**config.mk**
```make
export PLATFORM = sky130hd
export DESIGN_NAME = object_rasterizer
export DESIGN_NICKNAME = d
export VERILOG_FILES = /design/src/rtl/object_rasterizer.sv
export SDC_FILE = /design/constraint.sdc
export NUM_CORES = 1
export LEC_CHECK = 0
export CORE_ASPECT_RATIO = 0.6
export CORE_MARGIN = 5
export CORE_UTILIZATION = 31
export DETAILED_ROUTE_END_ITERATION = 12
export PLACE_DENSITY = 0.52
export SETUP_SLACK_MARGIN = 0.02
export SYNTH_ARGS = -nofsm -noshare
export SYNTH_HDL_FRONTEND = slang
export SYNTH_SLANG_ARGS = --single-unit
```
**constraint.sdc**
```tcl
create_clock -name clock -period 2.4 [get_ports clock]
set_input_delay 0.24 -clock clock [delete_from_list [all_inputs] [get_ports clock]]
set_output_delay 0.24 -clock clock [all_outputs]
set_load 0.02 [all_outputs]
```
**src/rtl/object_rasterizer.sv**
```systemverilog
// Back-buffer writer: optionally clears the frame, then fills each valid object's clipped rectangle.
// Optional clear phase is compiled in when OBJECT_RASTERIZER_CLEAR_EN is defined.
`timescale 1ns/1ps

package object_rasterizer_pkg;
  localparam int unsigned PIX_W   = 12;
  localparam int unsigned COORD_W = 10;

  typedef logic [PIX_W-1:0] pixel_t;

  typedef struct packed {
    logic               valid;
    logic [COORD_W-1:0] x;
    logic [COORD_W-1:0] y;
    logic [COORD_W-1:0] w;
    logic [COORD_W-1:0] h;
    pixel_t             color;
  } obj_t;
endpackage

module object_rasterizer
  import object_rasterizer_pkg::*;
#(
  parameter int unsigned H_RES       = 640,
  parameter int unsigned V_RES       = 480,
  parameter int unsigned MAX_OBJECTS = 64,
  parameter pixel_t      BG_COLOR    = '0
) (
  input  logic                           clock,
  input  logic                           reset,
  input  logic                           next_frame,
  output logic [$clog2(MAX_OBJECTS)-1:0] obj_addr,
  input  logic [$bits(obj_t)-1:0]        obj_data,
  output logic [COORD_W-1:0]             address_x,
  output logic [COORD_W-1:0]             address_y,
  output pixel_t                         write_data,
  output logic                           write_enable,
  output logic                           object_buffer_read_end,
  output logic                           frame_overrun
);

  localparam int unsigned OA_W  = $clog2(MAX_OBJECTS);
  localparam int unsigned SUM_W = COORD_W + 1;

`ifdef OBJECT_RASTERIZER_CLEAR_EN
  typedef enum logic [2:0] {IDLE, CLEAR, FETCH, LATCH, DRAW, DONE} state_t;
`else
  typedef enum logic [2:0] {IDLE, FETCH, LATCH, DRAW, DONE} state_t;
`endif

  state_t             state_q, state_d;
  logic [OA_W-1:0]    obj_addr_q, obj_addr_d;
  logic [COORD_W-1:0] address_x_q, address_x_d;
  logic [COORD_W-1:0] address_y_q, address_y_d;
  pixel_t             write_data_q, write_data_d;
  logic               write_enable_q, write_enable_d;
  logic               read_end_q, read_end_d;
  logic               frame_overrun_q, frame_overrun_d;
  logic [COORD_W-1:0] x0_q, x0_d;
  logic [COORD_W-1:0] xe_q, xe_d;
  logic [COORD_W-1:0] ye_q, ye_d;

  obj_t             obj;
  logic [SUM_W-1:0] x_sum;
  logic [SUM_W-1:0] y_sum;
  logic             skip;
  logic             advance;
  logic             last_obj;

  assign obj = obj_t'(obj_data);

  // Next-state and registered-output logic; the address registers double as scan counters.
  always_comb begin
    state_d         = state_q;
    obj_addr_d      = obj_addr_q;
    address_x_d     = address_x_q;
    address_y_d     = address_y_q;
    write_data_d    = write_data_q;
    write_enable_d  = 1'b0;
    read_end_d      = read_end_q;
    frame_overrun_d = 1'b0;
    x0_d            = x0_q;
    xe_d            = xe_q;
    ye_d            = ye_q;
    advance         = 1'b0;

    x_sum    = SUM_W'(obj.x) + SUM_W'(obj.w) - SUM_W'(1);
    y_sum    = SUM_W'(obj.y) + SUM_W'(obj.h) - SUM_W'(1);
    skip     = (obj.w == '0) || (obj.h == '0) ||
               (32'(obj.x) >= H_RES) || (32'(obj.y) >= V_RES);
    last_obj = (obj_addr_q == OA_W'(MAX_OBJECTS - 1));

    if (next_frame && (state_q != IDLE) && (state_q != DONE)) begin
      frame_overrun_d = 1'b1;
    end

    case (state_q)
      IDLE, DONE: begin
        if (next_frame) begin
          read_end_d   = 1'b0;
          obj_addr_d   = '0;
          write_data_d = BG_COLOR;
`ifdef OBJECT_RASTERIZER_CLEAR_EN
          state_d        = CLEAR;
          write_enable_d = 1'b1;
          address_x_d    = '0;
          address_y_d    = '0;
`else
          state_d = FETCH;
`endif
        end
      end
`ifdef OBJECT_RASTERIZER_CLEAR_EN
      CLEAR: begin
        if (address_x_q == COORD_W'(H_RES - 1)) begin
          if (address_y_q == COORD_W'(V_RES - 1)) begin
            state_d = FETCH;
          end else begin
            address_x_d    = '0;
            address_y_d    = address_y_q + COORD_W'(1);
            write_enable_d = 1'b1;
          end
        end else begin
          address_x_d    = address_x_q + COORD_W'(1);
          write_enable_d = 1'b1;
        end
      end
`endif
      FETCH: state_d = LATCH;
      LATCH: begin
        if (!obj.valid) begin
          state_d    = DONE;
          read_end_d = 1'b1;
        end else if (skip) begin
          advance = 1'b1;
        end else begin
          // Clip on the 11-bit sums so a rectangle near the right edge never wraps.
          x0_d           = obj.x;
          xe_d           = (x_sum > SUM_W'(H_RES - 1)) ? COORD_W'(H_RES - 1) : x_sum[COORD_W-1:0];
          ye_d           = (y_sum > SUM_W'(V_RES - 1)) ? COORD_W'(V_RES - 1) : y_sum[COORD_W-1:0];
          address_x_d    = obj.x;
          address_y_d    = obj.y;
          write_data_d   = obj.color;
          write_enable_d = 1'b1;
          state_d        = DRAW;
        end
      end
      DRAW: begin
        if (address_x_q == xe_q) begin
          if (address_y_q == ye_q) begin
            advance = 1'b1;
          end else begin
            address_x_d    = x0_q;
            address_y_d    = address_y_q + COORD_W'(1);
            write_enable_d = 1'b1;
          end
        end else begin
          address_x_d    = address_x_q + COORD_W'(1);
          write_enable_d = 1'b1;
        end
      end
      default: state_d = IDLE;
    endcase

    if (advance) begin
      if (last_obj) begin
        state_d    = DONE;
        read_end_d = 1'b1;
      end else begin
        obj_addr_d = obj_addr_q + OA_W'(1);
        state_d    = FETCH;
      end
    end
  end

  always_ff @(posedge clock or negedge reset) begin
    if (!reset) begin
      state_q         <= IDLE;
      obj_addr_q      <= '0;
      address_x_q     <= '0;
      address_y_q     <= '0;
      write_data_q    <= '0;
      write_enable_q  <= 1'b0;
      read_end_q      <= 1'b0;
      frame_overrun_q <= 1'b0;
      x0_q            <= '0;
      xe_q            <= '0;
      ye_q            <= '0;
    end else begin
      state_q         <= state_d;
      obj_addr_q      <= obj_addr_d;
      address_x_q     <= address_x_d;
      address_y_q     <= address_y_d;
      write_data_q    <= write_data_d;
      write_enable_q  <= write_enable_d;
      read_end_q      <= read_end_d;
      frame_overrun_q <= frame_overrun_d;
      x0_q            <= x0_d;
      xe_q            <= xe_d;
      ye_q            <= ye_d;
    end
  end

  assign obj_addr               = obj_addr_q;
  assign address_x              = address_x_q;
  assign address_y              = address_y_q;
  assign write_data             = write_data_q;
  assign write_enable           = write_enable_q;
  assign object_buffer_read_end = read_end_q;
  assign frame_overrun          = frame_overrun_q;

endmodule

```
* Word level (Yosys, flattened, before mapping) *
Index checks and enable logic that the tools add are counted.

word-level totals
  register bits = 74
  input port bits = 56
  output and inout bits = 41
  word-level logic and storage cells = 99

operators by class
  add/subtract/negate cells = 7
  order comparisons = 4
  equality and inequality tests = 17
  multiplexer cells = 42
  bitwise operators = 1
  reduce and logical (&&, ||, !) cells = 17

operators by type and width
  operator               count
  $mux 10                10
  $pmux 10 s2            2
  $mux 12                3
  $mux 6                 4
  $pmux 12 s2            1
  $add 10x10->11         2
  $sub 11x1->11 const B  2
  $add 10x1->10 const B  2
  $eq 10x10->1           2
  $logic_not 10->1       2
  $mux 3                 5
  $mux 1                 13
  $ne 2x2->1 const B     6
  $pmux 3 s4             1
  $gt 11x10->1 const B   1
  $gt 11x9->1 const B    1
  $ge 10x10->1 const B   1
  $ge 10x9->1 const B    1
  $ne 3x3->1 const B     3
  $reduce_and 4->1       2
  $add 6x1->6 const B    1
  $eq 3x2->1 const B     2
  $eq 6x6->1 const B     1
  $pmux 1 s2             3
  12 further kinds       17

* Logic depth before layout (Yosys ltp) *
  word-level depth = 9
  depth in mapped cells = 12

* Worst setup path before layout *
No wires, ideal clock.

  path type = input to register
  start = input obj_data[43]
  end = register xe_q[8]
  library setup time = 0.121 ns
  data arrival time = 2.348 ns
  required time = 2.279 ns
  setup slack = -0.069 ns
  stages = 12
  buffers on the path = 0
  cells stage by stage = inv_1 > ha_1 > inv_1 > ha_1 > inv_1 > fa_1 > nand2b_1 > a21oi_1 > or4_1 > a221oi_1 > nor2_1 > a22o_1

on the way
  cells in the longest elaborated chain, start to end = 5

ends and longest elaborated chain
  item                                                    line  text
  from (decl)                                             33    input logic [$bits(obj_t)-1:0] obj_data,
  branches (longest 5 deep; another with $add 10x10->11)  n/a
  to (signal assigned)                                    187   xe_q <= '0;
  to (signal assigned)                                    199   xe_q <= xe_d;
  to (decl)                                               60    logic [COORD_W-1:0] xe_q, xe_d;

Parallel ways; which one is timed is not known.
A chain may end at the register's enable or synchronous reset.

* Worst setup path in the final report *
  start = input obj_data[29]
  end = register xe_q[2]

on the way
  cells in the longest elaborated chain, start to end = 6

ends and longest elaborated chain
  item
  branches (longest 6 deep; another with $add 10x10->11)

Parallel ways; which one is timed is not known.

==> impl_metrics.toml <==
[timing]
tightest_slew_ns = 1.01
finalHoldViolations = 0
setup_slack_ns = 0.0430
rsz0062_at_grt = "true"
maxSlewViolCount = 0
whs_ns = 0.0673
skew_ns = 0.0119
relSlewSlack = 0.329
period_needed_ns = 2.36
fmax_mhz = 424
setup_viol = 0
period_share = 0.982

[clock_network]
clock_sink_count = 74
cts_buffer_depth = 2
clock_latency_ns = 0.33
cts_root_buffer = "clkbuf_16"
cts-buffers-inserted = 9
clk_pin_slew_ns = 0.06
h-tree-depth = 3
cts_tree = "built"

[detailed_routing]
drc = 0
firstDrtPassIters = 4
via_per_inst = 4.92
wl_per_cell_um = 16.4
vias = 5186
drtIter0Drc = 269
drt-total-wl_mm = 17.2
drt.antenna.violating_nets = 0

[cells_and_area]
nNetsFinal = 919
drive_above_1_share = 0.326
area_growth_pct = 58.3
finalNonFillerCells = 1053
postLayoutCellArea_mm2 = 0.00828
antenna_cells = 0
fillers = 1536

[synthesis]
synth_nets = 709
ys_types = 64
synth_area_mm2 = 0.00523
synth_cells = 610
ys_seq_area_frac = 0.354
synth-main-ff-cell = "dfrtp_1"
synth_edf_count = 0
synth-seq-cells = 74
yosys_warnings = 0
ys_async_sr_fraction = 1.00
avgSynthCellArea_um2 = 8.58

[worst_setup_path]
cp_top_family = "compound AO/OA/AOI/OAI gates"
crit_top_cell = "ha_4"
reg2reg_from = "address_x[7]$_DFFE_PN0P_"
crit_slowest_cell = "clkdlybuf4s50_1"
critical_path_class = "primary input to flop"
worstPathArrival_ns = 2.57
reg2reg_depth = 7
cp-end-kind = "flop"
r2r_end = "obj_addr[5]$_DFF_PN0_"
crit_buf_inv = 3
start_kind = "primary input"
worstPathCellList = "clkdlybuf4s50_1, inv_1, ha_4, inv_2, ha_4, o21a_1, nor3_1, a311oi_2, o2111ai_2, a21oi_4, a21oi_2"
cp.required_ns = 2.61
reg2reg_slack_ns = 0.19
slowest_delay_ns = 0.47
cp_max_fo = 7

[power_and_ir_drop]
ir_drop_mv = 0.473
leakage_nw = 3.71
p_total_mw = 7.79
powerDensity_mw_per_mm2 = 940

[global_routing]
grt_pass1_wl_mm = 27.7
grt_overflow = 0
grt.total_usage = 0.175
first_global_vias = 5274
grt_start_max_net_pins = 75
antenna_found_initial = 1

[floorplan]
die_w_um = 178
die_area_mm2 = 0.0197
row_count = 36
dieHeight_um = 111
coreArea_mm2 = 0.0164
boundaryPins = 97
start_util = 0.319

[place]
dp.cells = 1020
place_congestion = 0.854
place_hpwl_mm = 13.2
portBuffers = 96
dpl_cell_area_mm2 = 0.00723
post-place-ws_ns = -0.723

[job]
maxCapViolations = 0

[min_path]
hp-class = "primary input to asynchronous set/reset pin"

[status]
outcome = "finished, final reports clean"
[Yosys cell counts, types with 2 or more instances]
| cell type | count | area share |
|---|---|---|
| and3_1 | 7 | 0.0084 |
| a211oi_1 | 5 | 0.0072 |
| nor4b_1 | 2 | 0.0033 |
| nand2_1 | 68 | 0.049 |
| or2_2 | 2 | 0.0024 |
| inv_1 | 85 | 0.061 |
| o211a_1 | 2 | 0.0038 |
| nor2b_1 | 7 | 0.0084 |
| buf_2 | 4 | 0.0038 |
| xor2_1 | 26 | 0.044 |
| xnor2_1 | 13 | 0.022 |
| and4_1 | 2 | 0.0033 |
| mux2_2 | 8 | 0.017 |
| nand3_1 | 18 | 0.017 |
| a21o_1 | 6 | 0.0086 |
| buf_1 | 2 | 0.0014 |
| a311oi_1 | 2 | 0.0033 |
| nor2_1 | 40 | 0.029 |
| mux2i_1 | 7 | 0.013 |
| nor4_4 | 3 | 0.012 |
| a22o_1 | 3 | 0.0050 |
| o221ai_1 | 6 | 0.010 |
| o211ai_1 | 6 | 0.0086 |
| and2_1 | 3 | 0.0036 |
| o22a_1 | 2 | 0.0033 |
| nand4_1 | 5 | 0.0060 |
| nand2b_1 | 6 | 0.0072 |
| o21a_1 | 4 | 0.0057 |
| o31ai_1 | 3 | 0.0043 |
| dfrtp_1 | 74 | 0.35 |
| a31oi_1 | 8 | 0.0096 |
| a21oi_1 | 33 | 0.032 |
| nor4_1 | 7 | 0.0084 |
| clkbuf_1 | 12 | 0.0086 |
| mux2_1 | 2 | 0.0043 |
| o21ai_0 | 43 | 0.041 |
| nor3_1 | 11 | 0.011 |
| ha_1 | 41 | 0.098 |
| fa_1 | 2 | 0.0077 |
| or4_1 | 5 | 0.0072 |
| a221oi_1 | 2 | 0.0033 |
[placed cells by master, fill, tap and decap left out, types with 6 or more instances in the layout]
cell             Yosys  final
nor2_2               0      6
nand3_1             18     18
o211ai_1             6      6
and3_1               7      7
dfrtp_1             74     74
xor2_1              26     26
o21ai_0             43     40
nor2b_1              7      7
nor2_1              40     34
a21o_1               6      6
a31oi_1              8      6
o221ai_1             6      6
inv_1               85     53
nor3_1              11     11
dlygate4sd2_1        0     20
a21oi_2              1     10
mux2i_1              7      7
nand2_1             68     67
clkbuf_16            0      9
xnor2_1             13     13
mux2_2               8      8
clkdlybuf4s50_1      0     61
dlymetal6s2s_1       0      6
buf_4                0    117
inv_2                0     31
a21oi_1             33     20
ha_4                 0     25
ha_1                41     12
[sequential cells by signal, summed over array words and instances, names as in the netlist]
name / count
obj_addr: 6
write_data: 12
address_x: 10
frame_overrun: 1
state_q: 3
x0_q: 10
address_y: 10
object_buffer_read_end: 1
ye_q: 10
write_enable: 1
xe_q: 10
[logic make-up after synthesis]
kind of cell | count (synthesis) | synth area share
simple gates | 194 | 0.191
fa+ha+maj | 43 | 0.106
flops | 74 | 0.354
compound gates | 140 | 0.175
mux | 17 | 0.0349
buf+inv | 103 | 0.0748
xor+xnor | 39 | 0.0653
[report_power, final]
group | total (mW) | switching, mW | internal [mW] | leakage, nW
Sequential | 2.20 | 0.427 | 1.77 | 0.918
Combinational | 4.02 | 2.08 | 1.94 | 2.62
Clock | 1.57 | 0.523 | 1.05 | 0.167
Total | 7.79 | 3.03 | 4.76 | 3.71
[cell type report]
class / count / area (um2) / share of cell area
clock buffers: 12 / 246 / 0.0298
clock inverters: 4 / 98.8 / 0.0119
inverters: 85 / 322 / 0.0388
multi-input cells: 433 / 3610 / 0.436
flip-flops and latches: 74 / 1850 / 0.224
well taps: 228 / 285 / 0.0344
repair buffers: 217 / 1870 / 0.225
[stage by stage]
stage | TNS (ns) | util
final | 0 | 0.505
after global routing | -0.196 | 0.505
after CTS | 0 | 0.491
after detailed placement | -20.33 | 0.441
after global placement | -16.73 | 0.441
after floorplan | 0 | -
[layer usage]
metal  GRT usage  wire length, um  part of all wire
met5           0               13           0.00075
met3      0.0410             1010             0.059
met2       0.242             6820              0.40
met1       0.275             9200              0.53
met4      0.0309              183             0.011
[worst max path at each step]
stage,cells past startpoint,endpoint,slack (ns),startpoint
6_report,11,xe_q[2]$_DFFE_PN0P_,0.04,obj_data[29]
5_1_grt,12,xe_q[8]$_DFFE_PN0P_,-0.03,obj_data[51]
4_1_cts,12,xe_q[0]$_DFFE_PN0P_,0.02,obj_data[50]
3_5_place_dp,13,ye_q[2]$_DFFE_PN0P_,-0.72,obj_data[13]
3_3_place_gp,13,ye_q[0]$_DFFE_PN0P_,-0.61,obj_data[13]
2_1_floorplan,12,ye_q[0]$_DFFE_PN0P_,0.03,obj_data[13]
[what timing repair did]
item	4_1_cts	5_1_grt
hold buffers	0	0
resized for setup	113	58
setup endpoints to repair	19	43
buffers inserted	11	8
pin swaps	35	29
cloned	0	0
No activity file was read; power rests on OpenSTA's default activity.
